==> config.mk <==
export PLATFORM = sky130hd
export DESIGN_NAME = cpu_boot_ctrl
export DESIGN_NICKNAME = d
export VERILOG_FILES = /design/src/rtl/cpu_boot_ctrl_pkg.sv /design/src/rtl/cpu_boot_ctrl_run_counter.sv /design/src/rtl/cpu_boot_ctrl.sv
export SDC_FILE = /design/constraint.sdc
export NUM_CORES = 1
export LEC_CHECK = 0
export BUFFER_PORTS_ARGS = -buffer_cell sky130_fd_sc_hd__buf_2
export CAP_MARGIN = 20
export CORE_MARGIN = 3
export CORE_UTILIZATION = 45
export CTS_CLUSTER_DIAMETER = 80
export DETAILED_ROUTE_END_ITERATION = 16
export PLACE_DENSITY = 0.77
export SLEW_MARGIN = 15
export SYNTH_ARGS = -nofsm -noshare
export SYNTH_HDL_FRONTEND = slang
export SYNTH_HIERARCHICAL = 1
export SYNTH_SLANG_ARGS = --single-unit
==> constraint.sdc <==
create_clock -name clock -period 3.1 [get_ports clock]
set_input_delay 0.465 -clock clock [delete_from_list [all_inputs] [get_ports clock]]
set_output_delay 0.465 -clock clock [all_outputs]
set_load 0.02 [all_outputs]
==> src/rtl/cpu_boot_ctrl_pkg.sv <==
// Shared constants and state encoding for the CPU boot/run sequencer.
package cpu_boot_ctrl_pkg;

   localparam int DEF_DATA_W     = 32;
   localparam int DEF_IMEM_DEPTH = 32;

   typedef enum logic [2:0] {
      ST_IDLE = 3'd0,
      ST_SEED = 3'd1,
      ST_LOAD = 3'd2,
      ST_RUN  = 3'd3,
      ST_HALT = 3'd4
   } state_t;

endpackage

==> src/rtl/cpu_boot_ctrl_run_counter.sv <==
// Loadable saturating counter with a terminal-count compare.
// Used as the RUN cycle timer and as the register-seed index.
module boot_run_counter #(
   parameter int CNT_W = 16
) (
   input  logic             clock,
   input  logic             reset,
   input  logic             load,
   input  logic [CNT_W-1:0] load_val,
   input  logic             inc,
   input  logic [CNT_W-1:0] term,
   output logic [CNT_W-1:0] count,
   output logic             at_term
);

   // A saturated count also counts as terminal.
   // Without this, a term value beyond the counter range would never be reached.
   assign at_term = (count == term) || (&count);

   // Load has priority; increment holds at all-ones.
   always_ff @(posedge clock or posedge reset) begin
      if (reset)
         count <= '0;
      else if (load)
         count <= load_val;
      else if (inc && !(&count))
         count <= count + CNT_W'(1);
   end

endmodule

==> src/rtl/cpu_boot_ctrl.sv <==
// Boot/run sequencer: optional register-file seed, program load into
// instruction memory, timed CPU run, then halt.
// Optional feature macro: BOOT_RF_SEED_EN (adds the SEED state).
module cpu_boot_ctrl
   import cpu_boot_ctrl_pkg::*;
#(
   parameter int DATA_W     = DEF_DATA_W,
   parameter int IMEM_DEPTH = DEF_IMEM_DEPTH,
   parameter int ADDR_W     = $clog2(IMEM_DEPTH),
   parameter int NUM_REGS   = 32,
   parameter int RUN_CYCLES = 15,
   parameter int CNT_W      = 16
) (
   input  logic              clock,
   input  logic              reset,
   input  logic              start,
   input  logic              load_valid,
   input  logic [DATA_W-1:0] load_data,
   input  logic              load_last,
   output logic              load_ready,
   output logic              imem_we,
   output logic [ADDR_W-1:0] imem_addr,
   output logic [DATA_W-1:0] imem_wdata,
   output logic              rf_we,
   output logic [4:0]        rf_addr,
   output logic [DATA_W-1:0] rf_wdata,
   output logic              cpu_reset,
   output logic              busy,
   output logic              done,
   output logic              err,
   output logic [CNT_W-1:0]  cycle_count
);

   state_t            state;
   logic [ADDR_W-1:0] wptr;
   logic              hs;
   logic              start_ok;
   logic              run_load;
   logic              run_inc;
   logic              run_term;

   assign hs       = load_valid && load_ready;
   assign start_ok = start && (state == ST_IDLE || state == ST_HALT);
   // Clear the timer on a new boot, preload 1 as RUN is entered.
   assign run_load = start_ok || (state == ST_LOAD && hs && load_last);
   assign run_inc  = (state == ST_RUN) && !run_term;

   boot_run_counter #(.CNT_W(CNT_W)) u_run_cnt (
      .clock    (clock),
      .reset    (reset),
      .load     (run_load),
      .load_val ((state == ST_LOAD) ? CNT_W'(1) : CNT_W'(0)),
      .inc      (run_inc),
      .term     (CNT_W'(RUN_CYCLES)),
      .count    (cycle_count),
      .at_term  (run_term)
   );

`ifdef BOOT_RF_SEED_EN
   logic              rf_we_q;
   logic [4:0]        rf_addr_q;
   logic [DATA_W-1:0] rf_wdata_q;
   logic              seed_term;
   logic [CNT_W-1:0]  seed_idx;

   boot_run_counter #(.CNT_W(CNT_W)) u_seed_cnt (
      .clock    (clock),
      .reset    (reset),
      .load     (start_ok),
      .load_val (CNT_W'(0)),
      .inc      (state == ST_SEED && !seed_term),
      .term     (CNT_W'(NUM_REGS - 1)),
      .count    (seed_idx),
      .at_term  (seed_term)
   );

   assign rf_we    = rf_we_q;
   assign rf_addr  = rf_addr_q;
   assign rf_wdata = rf_wdata_q;
`else
   assign rf_we    = 1'b0;
   assign rf_addr  = 5'd0;
   assign rf_wdata = '0;
`endif

   // Sequencer FSM; every output is registered for the state being entered.
   always_ff @(posedge clock or posedge reset) begin
      if (reset) begin
         state      <= ST_IDLE;
         wptr       <= '0;
         load_ready <= 1'b0;
         imem_we    <= 1'b0;
         imem_addr  <= '0;
         imem_wdata <= '0;
         cpu_reset  <= 1'b1;
         busy       <= 1'b0;
         done       <= 1'b0;
         err        <= 1'b0;
`ifdef BOOT_RF_SEED_EN
         rf_we_q    <= 1'b0;
         rf_addr_q  <= 5'd0;
         rf_wdata_q <= '0;
`endif
      end else begin
         imem_we <= 1'b0;
`ifdef BOOT_RF_SEED_EN
         rf_we_q <= 1'b0;
`endif
         case (state)
            ST_IDLE, ST_HALT: begin
               if (start) begin
                  err  <= 1'b0;
                  done <= 1'b0;
                  busy <= 1'b1;
                  wptr <= '0;
`ifdef BOOT_RF_SEED_EN
                  state      <= ST_SEED;
                  rf_we_q    <= 1'b1;
                  rf_addr_q  <= 5'd0;
                  rf_wdata_q <= '0;
`else
                  state      <= ST_LOAD;
                  load_ready <= 1'b1;
`endif
               end
            end
`ifdef BOOT_RF_SEED_EN
            ST_SEED: begin
               if (seed_term) begin
                  state      <= ST_LOAD;
                  load_ready <= 1'b1;
               end else begin
                  rf_we_q    <= 1'b1;
                  rf_addr_q  <= rf_addr_q + 5'd1;
                  rf_wdata_q <= rf_wdata_q + DATA_W'(1);
               end
            end
`endif
            ST_LOAD: begin
               if (hs) begin
                  imem_we    <= 1'b1;
                  imem_addr  <= wptr;
                  imem_wdata <= load_data;
                  wptr       <= wptr + ADDR_W'(1);
                  if (load_last) begin
                     state      <= ST_RUN;
                     load_ready <= 1'b0;
                     cpu_reset  <= 1'b0;
                  end else if (wptr == ADDR_W'(IMEM_DEPTH - 1)) begin
                     state      <= ST_HALT;
                     load_ready <= 1'b0;
                     busy       <= 1'b0;
                     err        <= 1'b1;
                     done       <= 1'b0;
                  end
               end
            end
            ST_RUN: begin
               if (run_term) begin
                  state     <= ST_HALT;
                  cpu_reset <= 1'b1;
                  busy      <= 1'b0;
                  done      <= ~err;
               end
            end
            default: begin
               state      <= ST_IDLE;
               load_ready <= 1'b0;
               cpu_reset  <= 1'b1;
               busy       <= 1'b0;
            end
         endcase
      end
   end

endmodule

Word level (Yosys, flattened, before mapping)

Cells that the tools add are included.
W data, S select, Z words.

Flip-flop bits (word level): 67
Input port bits: 37
Output and inout port bits: 97
Logic and storage cells: 87

Add/subtract/negate cells: 2
Equal/unequal tests: 12
Muxes and demuxes: 34
Bitwise operators: 3
Reductions and logical operators: 25

Operators by type and width:

| operator                | count |
|---|---|
| $mux W16                | 2 |
| $mux W1                 | 18 |
| $add A16 B1 Y16 const B | 1 |
| $eq A16 B4 Y1 const B   | 1 |
| $reduce_and A16 Y1      | 1 |
| $mux W3                 | 5 |
| $pmux W1 S3             | 4 |
| $reduce_and A4 Y1       | 3 |
| $mux W5                 | 2 |
| $ne A2 B2 Y1 const B    | 5 |
| $pmux W5 S2             | 1 |
| $reduce_and A5 Y1       | 2 |
| $pmux W3 S3             | 1 |
| $eq A3 B2 Y1 const B    | 2 |
| $logic_and A1 B1 Y1     | 6 |
| $reduce_and A6 Y1       | 1 |
| $add A5 B1 Y5 const B   | 1 |
| $eq A5 B5 Y1 const B    | 1 |
| $reduce_bool A2 Y1      | 2 |
| $eq A3 B3 Y1 const B    | 1 |
| $logic_not A3 Y1        | 1 |
| $logic_or A1 B1 Y1      | 3 |
| $ne A3 B2 Y1 const B    | 1 |
| $not A1 Y1              | 3 |
| other kinds (7)         | 8 |

Logic depth before layout (Yosys ltp)

Gate-level depths: netlist (run 1).

Depth after elaboration: 7
Depth in mapped cells: 12
Depth with buffers taken out: 10

Hierarchy

The synthesis (run 1) kept the hierarchy.

By module, submodules not included:

| module           | instances | cells each | area an instance (um^2) | seq. area each (um^2) |
|---|---|---|---|---|
| cpu_boot_ctrl    | 1         | 196        | 2424.8                  | 1277.5 |
| boot_run_counter | 1         | 149        | 1293.7                  | 400.4 |

Worst setup path after synthesis (run 1)

No wires, ideal clock.

Kind: register to register
From: register u_run_cnt.count[4]
To: register u_run_cnt.count[8]
Library setup time: 0.136 ns
Data arrival time: 2.458 ns
Data required time: 2.964 ns
Path slack: 0.506 ns
Cell stages (with the launch flop): 12
Path buffers: 3
Clock period less this slack: 2.594 ns
Path through: dfrtp_1 -> clkbuf_2 -> xor2_1 -> nor4_1 -> nand4_1 -> nand2_1 -> nor2_4 -> and3b_1 -> nor2b_1 -> clkbuf_1 -> clkbuf_1 -> o21ai_0

Longest elaborated chain between the ends: 6
Elaborated cells on any way between the ends: 11
Classes of those cells: 1 x add/sub; 1 x eq/ne; 2 x mux; 7 x reduce/logical

RTL lines:

| what                                                       | RTL line                        | text |
|---|---|---|
| start, declared                                            | cpu_boot_ctrl_run_counter.sv:12 | `output logic [CNT_W-1:0] count,` |
| start signal, assigned                                     | cpu_boot_ctrl_run_counter.sv:25 | `count <= load_val;` |
| start signal, assigned                                     | cpu_boot_ctrl_run_counter.sv:27 | `count <= count + CNT_W'(1);` |
| $eq A16 B4 Y1 / $reduce_and A16 Y1 (equally long branches) | cpu_boot_ctrl_run_counter.sv:18 | `assign at_term = (count == term) \|\| (&count);` |
| $logic_or A1 B1 Y1 *                                       | cpu_boot_ctrl_run_counter.sv:18 |  |
| named net run_term                                         | cpu_boot_ctrl.sv:40             | `logic run_term;` |
| $logic_not A1 Y1 *                                         | cpu_boot_ctrl.sv:46             | `assign run_inc = (state == ST_RUN) && !run_term;` |
| $logic_and A1 B1 Y1 *                                      | cpu_boot_ctrl.sv:46             |  |
| named net run_inc                                          | cpu_boot_ctrl.sv:39             | `logic run_inc;` |
| $logic_and A1 B1 Y1 *                                      | cpu_boot_ctrl_run_counter.sv:26 | `else if (inc && !(&count))` |
| $reduce_bool A2 Y1 (no line) *                             | n/a                             |  |

The timed path passes the listed nets; every way through them passes the cells marked *. The select of a mux whose other input is x is not followed.
A chain may end at the register's enable or synchronous reset.

Worst setup path in the final report (run 1)

From: register u_run_cnt.count[4]
To: register u_run_cnt.count[9]

Same word-level chain as after synthesis.

==> results of run 1 <==
==> per-layer routing <==
layer,share of wire,vias up,track usage
met5,0,-,0
met3,0.057,12,0.0324
met4,0.022,0,0.0821
met1,0.43,1377,0.222
li1,-,1372,-
met2,0.49,95,0.290
==> cells in the final DEF (no fill, tap or decap), types with 4 or more instances in the layout <==
master,instances
buf_2,95
conb_1,69
dfrtp_1,66
mux2_1,38
nand2_1,22
xor2_1,17
o21ai_0,16
nor2_1,12
clkbuf_8,9
a21oi_1,8
inv_1,8
nand3_1,8
a31oi_1,8
nand4_1,6
o31ai_1,6
and4_1,6
o21ai_1,4
nor4_1,4
==> worst paths after layout <==
| path | startpoint | slack, ns | endpoint |
|---|---|---|---|
| worst max-delay path | u_run_cnt/count[4] | 0.32 | u_run_cnt/count[9] |
| worst min-delay path | reset | 0.23 | u_run_cnt/count[2] |
| worst max register to register | u_run_cnt/count[4] | 0.32 | u_run_cnt/count[9] |
| worst min register to register | imem_wdata[7] | 0.48 | imem_wdata[7] |
| max in group asynchronous | reset | 2.32 | imem_wdata[29] |
| min in group clock | load_data[15] | 0.33 | imem_wdata[15] |
==> worst reg2reg max path: cells and delay by family, from the launching register on <==
family,cells,cell delay [ns]
buffers and inverters,1,0.27
and+or+nand+nor,7,1.60
DFF,1,0.51
AOI/OAI and AO/OA,1,0.06
xor gates and xnor gates,1,0.22
==> per-stage QoR <==
| step | cell area [um^2] | cells | worst slack [ns] | util |
|---|---|---|---|---|
| global placement | 4240 | 558 | 0.472 | 0.537 |
| CTS | 4450 | 573 | 0.350 | 0.564 |
| global route | 4450 | 573 | 0.0403 | 0.564 |
| detailed placement | 4240 | 558 | 0.430 | 0.537 |
| floorplan | 3970 | 412 | 0.506 | - |
| finish | 4450 | 573 | 0.316 | 0.564 |
==> area by class of cell <==
cell class,count,area share
multi-input combinational,281,0.425
sequential,67,0.377
timing repair buffer,98,0.112
tap,102,0.0287
clock buffer,9,0.0278
clock inverter,6,0.0202
inverter,10,0.00984
==> where the power goes <==
| group | internal, mW | total, mW | leakage [nW] | switching (mW) |
|---|---|---|---|---|
| Combinational | 0.790 | 2.08 | 1.23 | 1.29 |
| Clock | 0.451 | 0.795 | 0.106 | 0.344 |
| Sequential | 1.28 | 1.69 | 0.823 | 0.412 |
==> flip-flops by register name, summed over array words and instances (netlist names) <==
signal	flops
busy	1
cpu_reset	1
done	1
err	1
imem_addr	5
imem_wdata	32
imem_we	1
load_ready	1
state	3
u_run_cnt/count	16
wptr	5
==> cells by family (layout without fill, tap and decap cells) <==
kind of cell	Yosys count	count (layout)	synth area share
AOI/OAI and AO/OA	56	56	0.102
xor gates and xnor gates	20	20	0.0471
adders and majority gates	3	3	0.0101
buffers and inverters	64	123	0.110
DFF	67	67	0.451
muxes	41	41	0.124
other	2	69	0.00202
and+or+nand+nor	92	92	0.153
==> results.ini, run 1 <==
[outcome]
status=finished, final reports clean

[synthesis]
synth.most_common_cell=dfrtp_1
synth_warnings=6
synthFlopType=dfrtp_1
synth_edf_count=0
syn_area_per_cell_um2=10.8
ys_ff_latch=67
synth.distinct_cells=59
ys_top_cells_by_count=dfrtp_1 (66), buf_4 (40), mux2_1 (38), nand2_1 (22), xor2_1 (17)
synth_top_cell_area_share=0.444
syn_area_um2=3720
synth-async-reset-ratio=1.00
synth-seq-area-share=0.451
synth_area_leaders=dfrtp_1 (44%), mux2_1 (12%), buf_4 (8.1%)
netlist_instances=345
synth_largest_area_cell=dfrtp_1

[placed_design]
hpwl_um=5990
place_congestion=0.912
port_buffers=95

[clock_tree]
post_cts_buffers=0
hold_buffers=0
cts-buffers-inserted=9
clock_path_buffers=2
htree_levels=3
cts_sinks=67
insertion_delay_ns=0.34
cts-resized-gates=0
cts_tree=built
path_clk_slew_ns=0.07
root_buffer=clkbuf_8

[worst_setup_path]
worstSetupStartpointType=register
crit_type=reg -> reg
worstPathRequired_ns=3.29
critPathBufInv=1
crit_slowest_cell=dfrtp_1
crit_path_end_kind=register
slowest_delay_ns=0.51
crit_fanout=13
rr_worst_depth=10
cp_data_arrival_time_ns=2.98
cp.depth=10
critical_path.top_delay_family=simple AND/OR/NAND/NOR gates
cp_cell_sequence=xor2_1, nor4_1, nand4_1, nand2_1, nor2_4, and3b_1, nor2b_1, inv_1, nor2_1, a31oi_1

[sta]
maxSlewViolCount=0
skew_ns=0.0100
setup_violations=0
fin_crit_sh=0.898
grt_setup_unrepaired=false
tightestPinTransition_ns=0.838
hold-worst-slack_ns=0.226
hold_violations=0
final.min_clock_period_ns=2.78
relSlewSlack=0.441
fmax_mhz=359
fin_setup_tns_ns=0

[final_layout]
fillers=692
area_growth_pct=19.7
multi_input_comb_area_um2=1890
nNetsFinal=507
num_antenna_cells=0
drive_gt1_frac=0.276
register_area_um2=1680

[die]
die_h_um=96.9
core-area_um2=7890
initial_core_util=0.471
die-area_um2=9390
die_w_um=96.9
io_pins=134
placementRows=32

[global_route]
antenna_found_initial=0
grt_usage=0.175
grt_max_degree=52
globalRoute.totalOverflow=0
grt_pass1_vias=2769
grt_pass1_wl_um=13600

[route]
wl_um=8120
routed_via_density=4.98
first_pass_iters=4
via_count=2856
drc=0
avgRoutedWirePerCell_um=14.2
ant_nets=0
drt_iter0_drc=222

[power]
p_per_area_nw_per_um2=1030
p_leak_nw=2.16
worst_ir_drop_vdd_uv=446
total_power_mw=4.56

[run]
cap_violations=0

[hold_path]
hp-class=in -> async

Note: power is estimated with default switching activity, not from simulation.
==> run 2: changes to the inputs <==
ABC_AREA = 1   (was default)
CORE_MARGIN = 2   (was 3)
PLACE_DENSITY = 0.76   (was 0.77)
==> run 2 against run 1 <==
Against the previous run:
- combinational power about the same
- power fell by 2.7%
- design area is 1.9% higher
- flip-flop and latch count is the same
- register-to-register slack gained 0.43 ns
- clock skew grew 0.0022 ns
- largest power group unchanged
- highest routed layer unchanged
- core utilization is 1.3 points lower
- non-clock buffer count fell by 2
- worst setup slack improved by 0.43 ns
==> results.ini, run 2 <==
[power]
p_clk_frac=0.165  ; -0.009
p_leak_nw=2.58  ; +19%
p_switching_mw=2.10  ; +2.7%
p_per_area_nw_per_um2=979  ; -4.5%
combPwrFrac=0.469  ; +0.014
seqPwrFrac=0.366  ; -0.005
worst_ir_drop_vdd_uv=514  ; +15%
p_sw_frac=0.473  ; +0.0250
p_int_mw=2.34  ; -7.2%

[sta]
relSlewSlack=0.412  ; -0.0282
fmax_mhz=424  ; +18%
worst_slack_ns=0.743  ; +0.428 ns
final.min_clock_period_ns=2.36  ; -0.428 ns
fin_crit_sh=0.760  ; -0.138
fin_setup_tns_ns=0  ; unchanged
grt_setup_unrepaired=false
hold_violations=0  ; unchanged
maxSlewViolCount=0  ; unchanged
tightestPinTransition_ns=0.881  ; +0.0423 ns
hold-worst-slack_ns=0.238  ; +0.0123 ns
setup_violations=0  ; unchanged
skew_ns=0.0123  ; +0.00225 ns

[synthesis]
synth_top_cell_area_share=0.434  ; -0.0105
synthFlopType=dfrtp_1
synthAdderAreaFrac=0.00986  ; -0.000239
synth_top_family_by_area=simple AND/OR/NAND/NOR gates
synth_largest_area_cell=dfrtp_1
ys_ff_latch=67  ; unchanged
syn_area_per_cell_um2=7.59  ; -30%
syn_area_um2=3810  ; +2.4%
synth-async-reset-ratio=1.00  ; unchanged
synth_warnings=6  ; unchanged
ys_top_cells_by_count=nand2_1 (207), dfrtp_1 (66), buf_4 (41), inv_1 (33), nand3_1 (31)
synth.distinct_cells=34  ; -42%
netlist_instances=502  ; +46%
synth_xor_area_frac=0.0483  ; +0.00119
synth_edf_count=0  ; unchanged
synth_area_leaders=dfrtp_1 (43%), nand2_1 (20%), buf_4 (8.1%)
synth.most_common_cell=nand2_1
synth_compound_area_frac=0.0338  ; -0.0678
synth-simple-area-share=0.334  ; +0.181
synth_mux_area_frac=0  ; -0.124
synth-seq-area-share=0.441  ; -0.0107

[placed_design]
place_congestion=0.938  ; +2.8%
port_buffers=95  ; unchanged
hpwl_um=6100  ; +1.8%
dpl.cell_count=724  ; +30%
dp_slack_ns=0.767  ; +0.337 ns

[clock_tree]
cts-buffers-inserted=9  ; unchanged
clock_path_buffers=2  ; unchanged
cts_sinks=67  ; unchanged
htree_levels=3  ; unchanged
cts_tree=built
cts-resized-gates=0  ; unchanged
root_buffer=clkbuf_8
path_clk_slew_ns=0.08  ; about the same
hold_buffers=0  ; unchanged
post_cts_buffers=0  ; unchanged
insertion_delay_ns=0.34  ; about the same

[final_layout]
final_common_cell=nand2_1
fillers=806  ; +16%
drive_gt1_frac=0.213  ; -0.0634
largest_register_ffs=32  ; unchanged
nNetsFinal=670  ; +32%
reg_top3=imem_wdata (32), u_run_cnt/count (16)
area_growth_pct=19.0
final_cell_mix=nand2_1 (207), buf_2 (95), conb_1 (73), dfrtp_1 (66), inv_1 (32)
largest-register=imem_wdata
num_antenna_cells=0  ; unchanged
instances_no_fill=740  ; +29%

[run]
cap_violations=0  ; unchanged

[route]
first_pass_iters=4  ; unchanged
drt_iter0_drc=170  ; -23%
ant_nets=0  ; unchanged
routed_via_density=4.49  ; -10%
avgRoutedWirePerCell_um=11.3  ; -20%
wl_um=8360  ; +3.0%
via_count=3320  ; +16%
drc=0  ; unchanged

[die]
core-area_um2=8220  ; +4.2%
die-area_um2=9220  ; -1.9%
placementRows=33  ; +3.1%
initial_core_util=0.464  ; -0.00792
die_h_um=96  ; -0.93%
io_pins=134  ; unchanged
die_w_um=96  ; -0.93%

[worst_setup_path]
crit_fanout=14  ; +1
reg2reg_to=u_run_cnt/count[11]
crit_path_end_kind=register
cp_data_arrival_time_ns=2.63  ; -0.35 ns
regToRegStartpoint=u_run_cnt/count[0]
crit_type=reg -> reg
rr_worst_depth=15  ; +5
worstSetupStartpoint=u_run_cnt/count[0]
reg2reg_slack_ns=0.74  ; +0.43 ns
worstSetupStartpointType=register
worstPathRequired_ns=3.37  ; +0.08 ns

[global_route]
grt_pass1_vias=3069  ; +11%
grt_pass1_wl_um=13600  ; -0.15%
antenna_found_initial=0  ; unchanged
grt_usage=0.187  ; +0.0116
globalRoute.totalOverflow=0  ; unchanged
grt_max_degree=52  ; unchanged

[hold_path]
hp-class=in -> async

[outcome]
status=finished, final reports clean

[run 2: changes by cell type in the layout (fill, tap and decap cells not counted), moves of 5 or more]
cell,delta
inv_1,+24
mux2_1,-38
o31ai_1,-6
nor2_1,+16
and4_1,-6
nand4_1,+5
nand3_1,+23
a31oi_1,-8
xnor2_1,+7
xor2_1,-6
nand2_1,+185
o21ai_0,-6
[run 2: per-stage QoR]
stage / instance area [um^2] / power (mW) / util
final: 4530 / 4.44 / 0.552
after floorplan: 4080 / 3.14 / -
after detailed placement: 4330 / 3.72 / 0.527
after global placement: 4330 / 3.66 / 0.527
after global routing: 4530 / 4.80 / 0.552
after CTS: 4530 / 4.48 / 0.552
[run 2: logic make-up (layout without fill, tap and decap cells)]
| kind of cell | count (synthesis) | count (layout) |
|---|---|---|
| and+or+nand+nor | 298 | 298 |
| xor gates and xnor gates | 21 | 21 |
| adders and majority gates | 3 | 3 |
| AOI/OAI and AO/OA | 24 | 24 |
| other | 2 | 73 |
| buffers and inverters | 87 | 149 |
| DFF | 67 | 67 |
[run 2: layout make-up]
cell class | count | area (um^2) | area share
Clock inverter | 7 | 75.1 | 0.0166
Clock buffer | 9 | 124 | 0.0273
Inverter | 37 | 145 | 0.0320
Multi-Input combinational cell | 419 | 1900 | 0.418
Timing Repair Buffer | 96 | 483 | 0.107
Sequential cell | 67 | 1680 | 0.370
Tap cell | 105 | 131 | 0.0290
[run 2: critical path, stage by stage, from the launching register on]
cell and delay (ns):
dfrtp_1 0.47, ha_1 0.25, nand2_1 0.08, nor2_2 0.17
nand2_2 0.12, nor2_4 0.13, inv_1 0.04, nand2_1 0.06
inv_1 0.04, nand2_1 0.20, inv_1 0.09, inv_1 0.07
nor2_2 0.06, nor2_4 0.30, nand2_1 0.11, nand3_1 0.10
[run 2: how the worst max path moves through the flow]
stage                                to  slack (ns)  depth (start not counted)
detailed placement  u_run_cnt/count[13]        0.77                         15
finish              u_run_cnt/count[11]        0.74                         15
global route        u_run_cnt/count[13]        0.50                         15
CTS                 u_run_cnt/count[13]        0.73                         15
global placement    u_run_cnt/count[10]        0.81                         15
floorplan           u_run_cnt/count[10]        1.04                         16
[run 2: power groups by stage]
| stage | Sequential, mW | Combinational [mW] | Clock [mW] |
|---|---|---|---|
| 2_1_floorplan | 1.98 | 1.15 | 0 |
| 3_3_place_gp | 1.63 | 2.04 | 0 |
| 3_5_place_dp | 1.63 | 2.09 | 0 |
| 4_1_cts | 1.63 | 2.09 | 0.757 |
| 5_1_grt | 1.68 | 2.33 | 0.792 |
| 6_report | 1.63 | 2.08 | 0.732 |
[run 2: routing by layer]
metal,up-vias,wire length [um],GRT usage
li1,1706,-,-
met1,1495,3770,0.249
met2,115,4020,0.300
met3,4,502,0.0376
met4,0,55,0.0714
met5,-,0,0
